==> src/rtl/ysyx_24110015_ifu_prefetch.sv <==
// Instruction fetch unit: one outstanding memory request, DEPTH-entry prefetch
// FIFO toward the IDU, redirect flushes the FIFO and drops any stale response.
module ysyx_24110015_ifu_prefetch #(
    parameter int unsigned ADDR_W = 32,
    parameter int unsigned INST_W = 32,
    parameter int unsigned DEPTH  = 4,
    parameter logic [ADDR_W-1:0] RESET_PC = ADDR_W'(32'h8000_0000)
) (
    input  logic              clk,
    input  logic              rst,
    output logic              req_valid,
    input  logic              req_ready,
    output logic [ADDR_W-1:0] req_addr,
    input  logic              rsp_valid,
    input  logic [INST_W-1:0] rsp_data,
    input  logic              redirect_valid,
    input  logic [ADDR_W-1:0] redirect_pc,
    output logic              out_valid,
    input  logic              out_ready,
    output logic [ADDR_W-1:0] out_pc,
    output logic [INST_W-1:0] out_inst
);

    localparam int unsigned PTR_W = $clog2(DEPTH);
    localparam int unsigned CNT_W = PTR_W + 1;
    localparam logic [ADDR_W-1:0] ALIGN_MASK = ~ADDR_W'(3);

    typedef enum logic [1:0] {
        S_IDLE = 2'd0,
        S_WAIT = 2'd1,
        S_DROP = 2'd2
    } state_t;

    state_t             state;
    state_t             state_n;
    logic [ADDR_W-1:0]  fetch_pc;
    logic [ADDR_W-1:0]  flight_pc;
    logic [CNT_W-1:0]   rd_ptr;
    logic [CNT_W-1:0]   wr_ptr;
    logic [CNT_W-1:0]   count;
    logic [ADDR_W-1:0]  pc_mem   [DEPTH];
    logic [INST_W-1:0]  inst_mem [DEPTH];

    logic fire_req;
    logic push;
    logic pop;

    // Issue only from IDLE with FIFO room; redirect and reset suppress issue
    assign req_valid = (state == S_IDLE) && (count < CNT_W'(DEPTH)) && !redirect_valid && !rst;
    assign req_addr  = fetch_pc;
    assign fire_req  = req_valid && req_ready;
    assign push      = (state == S_WAIT) && rsp_valid && !redirect_valid;
    assign out_valid = (count != '0) && !rst;
    assign pop       = out_valid && out_ready && !redirect_valid;
    assign out_pc    = pc_mem[rd_ptr[PTR_W-1:0]];
    assign out_inst  = inst_mem[rd_ptr[PTR_W-1:0]];

    // Next-state: track the single outstanding request and whether it is stale
    always_comb begin
        state_n = state;
        case (state)
            S_IDLE: if (fire_req) state_n = S_WAIT;
            S_WAIT: begin
                if (rsp_valid)           state_n = S_IDLE;
                else if (redirect_valid) state_n = S_DROP;
            end
            S_DROP: if (rsp_valid) state_n = S_IDLE;
            default: state_n = S_IDLE;
        endcase
    end

    // State, fetch PC and FIFO bookkeeping; redirect wins over push/pop/issue
    always_ff @(posedge clk) begin
        if (rst) begin
            state     <= S_IDLE;
            fetch_pc  <= RESET_PC & ALIGN_MASK;
            flight_pc <= '0;
            rd_ptr    <= '0;
            wr_ptr    <= '0;
            count     <= '0;
        end else begin
            state <= state_n;
            if (redirect_valid) begin
                fetch_pc <= redirect_pc & ALIGN_MASK;
                rd_ptr   <= '0;
                wr_ptr   <= '0;
                count    <= '0;
            end else begin
                if (fire_req) begin
                    flight_pc <= fetch_pc;
                    fetch_pc  <= fetch_pc + ADDR_W'(4);
                end
                if (push) wr_ptr <= wr_ptr + CNT_W'(1);
                if (pop)  rd_ptr <= rd_ptr + CNT_W'(1);
                case ({push, pop})
                    2'b10:   count <= count + CNT_W'(1);
                    2'b01:   count <= count - CNT_W'(1);
                    default: count <= count;
                endcase
            end
        end
    end

    // FIFO storage; contents are only meaningful below count
    always_ff @(posedge clk) begin
        if (push) begin
            pc_mem[wr_ptr[PTR_W-1:0]]   <= flight_pc;
            inst_mem[wr_ptr[PTR_W-1:0]] <= rsp_data;
        end
    end

endmodule

==> config.mk <==
export PLATFORM = sky130hd
export DESIGN_NAME = ysyx_24110015_ifu_prefetch
export DESIGN_NICKNAME = d
export VERILOG_FILES = /design/src/rtl/ysyx_24110015_ifu_prefetch.sv
export SDC_FILE = /design/constraint.sdc
export NUM_CORES = 1
export LEC_CHECK = 0
export BUFFER_PORTS_ARGS = -buffer_cell sky130_fd_sc_hd__buf_4
export CORE_MARGIN = 4
export CORE_UTILIZATION = 40
export DETAILED_ROUTE_END_ITERATION = 8
export GPL_ROUTABILITY_DRIVEN = 0
export PLACE_DENSITY = 0.67
export RECOVER_POWER = 100
export SETUP_SLACK_MARGIN = 0.05
export SLEW_MARGIN = 15
export SYNTH_ARGS = -nofsm -noshare
export SYNTH_HDL_FRONTEND = slang
export SYNTH_SLANG_ARGS = --single-unit
export TNS_END_PERCENT = 10
==> constraint.sdc <==
create_clock -name clk -period 2.6 [get_ports clk]
set_input_delay 0.39 -clock clk [delete_from_list [all_inputs] [get_ports clk]]
set_output_delay 0.39 -clock clk [all_outputs]
set_load 0.01 [all_outputs]
==> flow_summary.ini <==
[finish]
final_nets = 1007
syn2layout_area_growth_pct = 19.6
design_area_um2 = 14600
regArea_um2 = 8880
diodes = 0
multi_input_comb_area_um2 = 3140
fillers = 2646
drive_gt1_share_pct = 19.9

[synth]
syn_area_um2 = 12200
syn-instance-count = 739
yosysSeqAreaShare_pct = 72.5
async_reset_ff_share_pct = 0
synth_area_leaders = edfxtp_1, dfxtp_1, mux4_2
synth-main-ff-cell = edfxtp_1
ys_warn_count = 0
synth_enable_flop_cells = 248
syn_area_per_cell_um2 = 16.5
synth_seq_cells = 319
yosysTopAreaCell = edfxtp_1
synth_cell_type_count = 49
netlist.area_leader.share_pct = 60.9

[clock_network]
clkTransAtPathRegs_ps = 60
clockRootBuffer = clkbuf_16
cts_setup_buffers = 1
cts_resized = 0
htree_levels = 2
cts_buffers = 34
clockBufferDepth = 3
cts_tree = built
cts_sinks = 319
insertion_delay_ps = 510
cts_hold_buf = 0

[die]
die_w_um = 183
coreArea_um2 = 29900
die-area_um2 = 33400
die_y_um = 183
rows = 63
ioPinCount = 168
start_util_pct = 40.9

[timing]
max_slew_margin_pct = 51.0
tightest_slew_ps = 735
period_share_pct = 90.6
period_needed_ps = 2350
final.setup.worst_slack_ps = 245
skew_ps = 13.8
hold_slack_ps = 84.7
final-hold-violation-count = 0
timing.fmax_mhz = 425
slew_violations = 0
setup_violations = 0
rsz0062_at_grt = no

[place]
post-place-ws_ps = 193
place_hpwl_mm = 17.0
place_area_um2 = 14100
port_buffers = 161

[grt]
grt-ovfl-total = 0
gr-max-usage-layer = met2
grt_max_degree = 64
grt_pass1_vias = 7057
gr-usage-met2_pct = 24.3
grtUsageMet3_pct = 3.75
grt_usage_pct = 15.3
grt_pass1_wl_mm = 40.3
antenna_found_initial = 0
use_met1_pct = 21.8

[power]
power-per-cell-area_nw_per_um2 = 708
leakagePower_nw = 4.65
ir_worst_vdd_mv = 0.346

[setup_path]
cp_num_buf_inv = 2
reg2regPathDepth = 5
cp_max_fo = 9
crit_slowest_cell = mux4_2
required_ps = 2210
critPathMaxStageDelay_ps = 570
cp_data_arrival_time_ps = 1960
r2r_slack_ps = 260
critPathCaptureType = primary output
path_class = reg -> out
timing.rr.end = req_addr[19]$_SDFFE_PP0P_
r2r_start = count[2]$_SDFFE_PP0P_
crit_chain = buf_4 > mux4_2 > clkbuf_1
crit_family = multiplexers
critPathLaunchType = flip-flop

[routing]
drt_wl_total_mm = 25.8
first_iter_violations = 463
remaining_drc_errors = 0
post_drt_wl_per_cell_um = 19.2
first_pass_iters = 4
ant_nets = 0
via_per_inst = 5.17
vias = 6940

[min_path]
hold_path.class = in -> reg
min_to = state[1]$_SDFFE_PP0P_
whs_path_depth = 2
min-delay-start = rsp_valid

[job]
drv_cap = 0

[status]
status = complete, no violations
[state kept, by name, indices dropped and copies added (netlist names), named ones only]
name       flops
rd_ptr         2
flight_pc     30
count          3
req_addr      30
pc_mem       120
state          2
wr_ptr         2
inst_mem     128
[final cells by class]
class	count	area share, %
Sequential cell	319	60.7
Clock inverter	16	0.984
Clock buffer	42	6.02
Tap cell	390	3.34
Multi-Input combinational cell	369	21.4
Timing Repair Buffer	195	7.26
Inverter	11	0.282
[cell families (layout without fill, tap and decap cells)]
group	Yosys count	count (layout)	share of synthesized area (%)
flip-flops	319	319	72.5
AND/OR/NAND/NOR	189	189	7.55
AO/OA/AOI/OAI	77	77	3.61
multiplexers	67	67	11.8
buffers and inverters	54	264	1.88
XOR/XNOR	25	25	1.79
adder cells (fa/ha/maj)	7	7	0.778
other	1	4	0.0307
[cell usage after synthesis (2+ instances only)]
cell,instances
mux2i_1,5
xnor2_1,8
nand3_1,14
clkbuf_1,27
mux4_2,62
edfxtp_1,248
a211oi_1,8
buf_4,4
and3_1,6
inv_1,11
nor3_1,6
nor2b_1,7
nor4_2,3
xor2_1,17
buf_2,4
nor4_1,6
o311ai_0,2
and2_1,4
ha_1,6
a31oi_1,3
buf_1,7
a21oi_1,50
and4_1,3
nand4_1,12
nand2_1,84
nor2_1,32
or3_1,3
o21ai_0,5
dfxtp_1,71
o22ai_1,2
[how the worst max path moves through the flow]
stage                                     start                   endpoint  slack [ps]  depth (start not counted)
after floorplan                  redirect_valid   inst_mem[1][0]$_DFFE_PP_        -270                          4
after global placement           redirect_valid      count[2]$_SDFFE_PP0P_         210                          9
after detailed placement         redirect_valid      count[2]$_SDFFE_PP0P_         190                          9
after CTS                             flip-flop                 out_pc[28]         170                          3
after global routing      count[2]$_SDFFE_PP0P_  req_addr[19]$_SDFFE_PP0P_          70                          5
final                                 flip-flop                 out_pc[28]         250                          3
[per-layer routing]
layer / up-vias / part of all wire (%) / wire length (um)
li1: 3233 / - / -
met1: 3450 / 44 / 11400
met2: 221 / 47 / 12100
met3: 36 / 7.3 / 1890
met4: 0 / 1.5 / 400
met5: - / 0 / 0
[power breakdown]
part	switching [mW]	internal, mW	leakage [nW]
clock	1.84	2.61	0.498
combinational	0.198	0.131	1.36
sequential	0.0618	5.51	2.79
[through the flow]
stage	cells	util [%]	power, mW	setup TNS, ps
after floorplan	742	-	5.84	-50400
after global placement	1283	47.3	6.06	0
after detailed placement	1283	47.3	6.07	0
after CTS	1342	50.8	10.5	0
after global routing	1342	49.0	10.8	0
final	1342	49.0	10.4	0
[layout by cell type, fill, tap and decap left out, types with 11 or more instances in the layout]
master,Yosys,final
nand3_1,14,14
dfxtp_1,71,69
clkbuf_1,27,131
clkbuf_16,0,34
xor2_1,17,17
nand2_1,84,84
mux4_2,62,62
buf_4,4,57
a21oi_1,50,50
inv_1,11,11
edfxtp_1,248,248
nor2_1,32,32
nand4_1,12,12
[worst reg2reg max path: cells and delay by family (launching register included)]
family,cells,cell delay (ps)
DFF,1,360
and+or+nand+nor,4,1770
AOI/OAI and AO/OA,1,150
(Power assumes the default switching activity.)
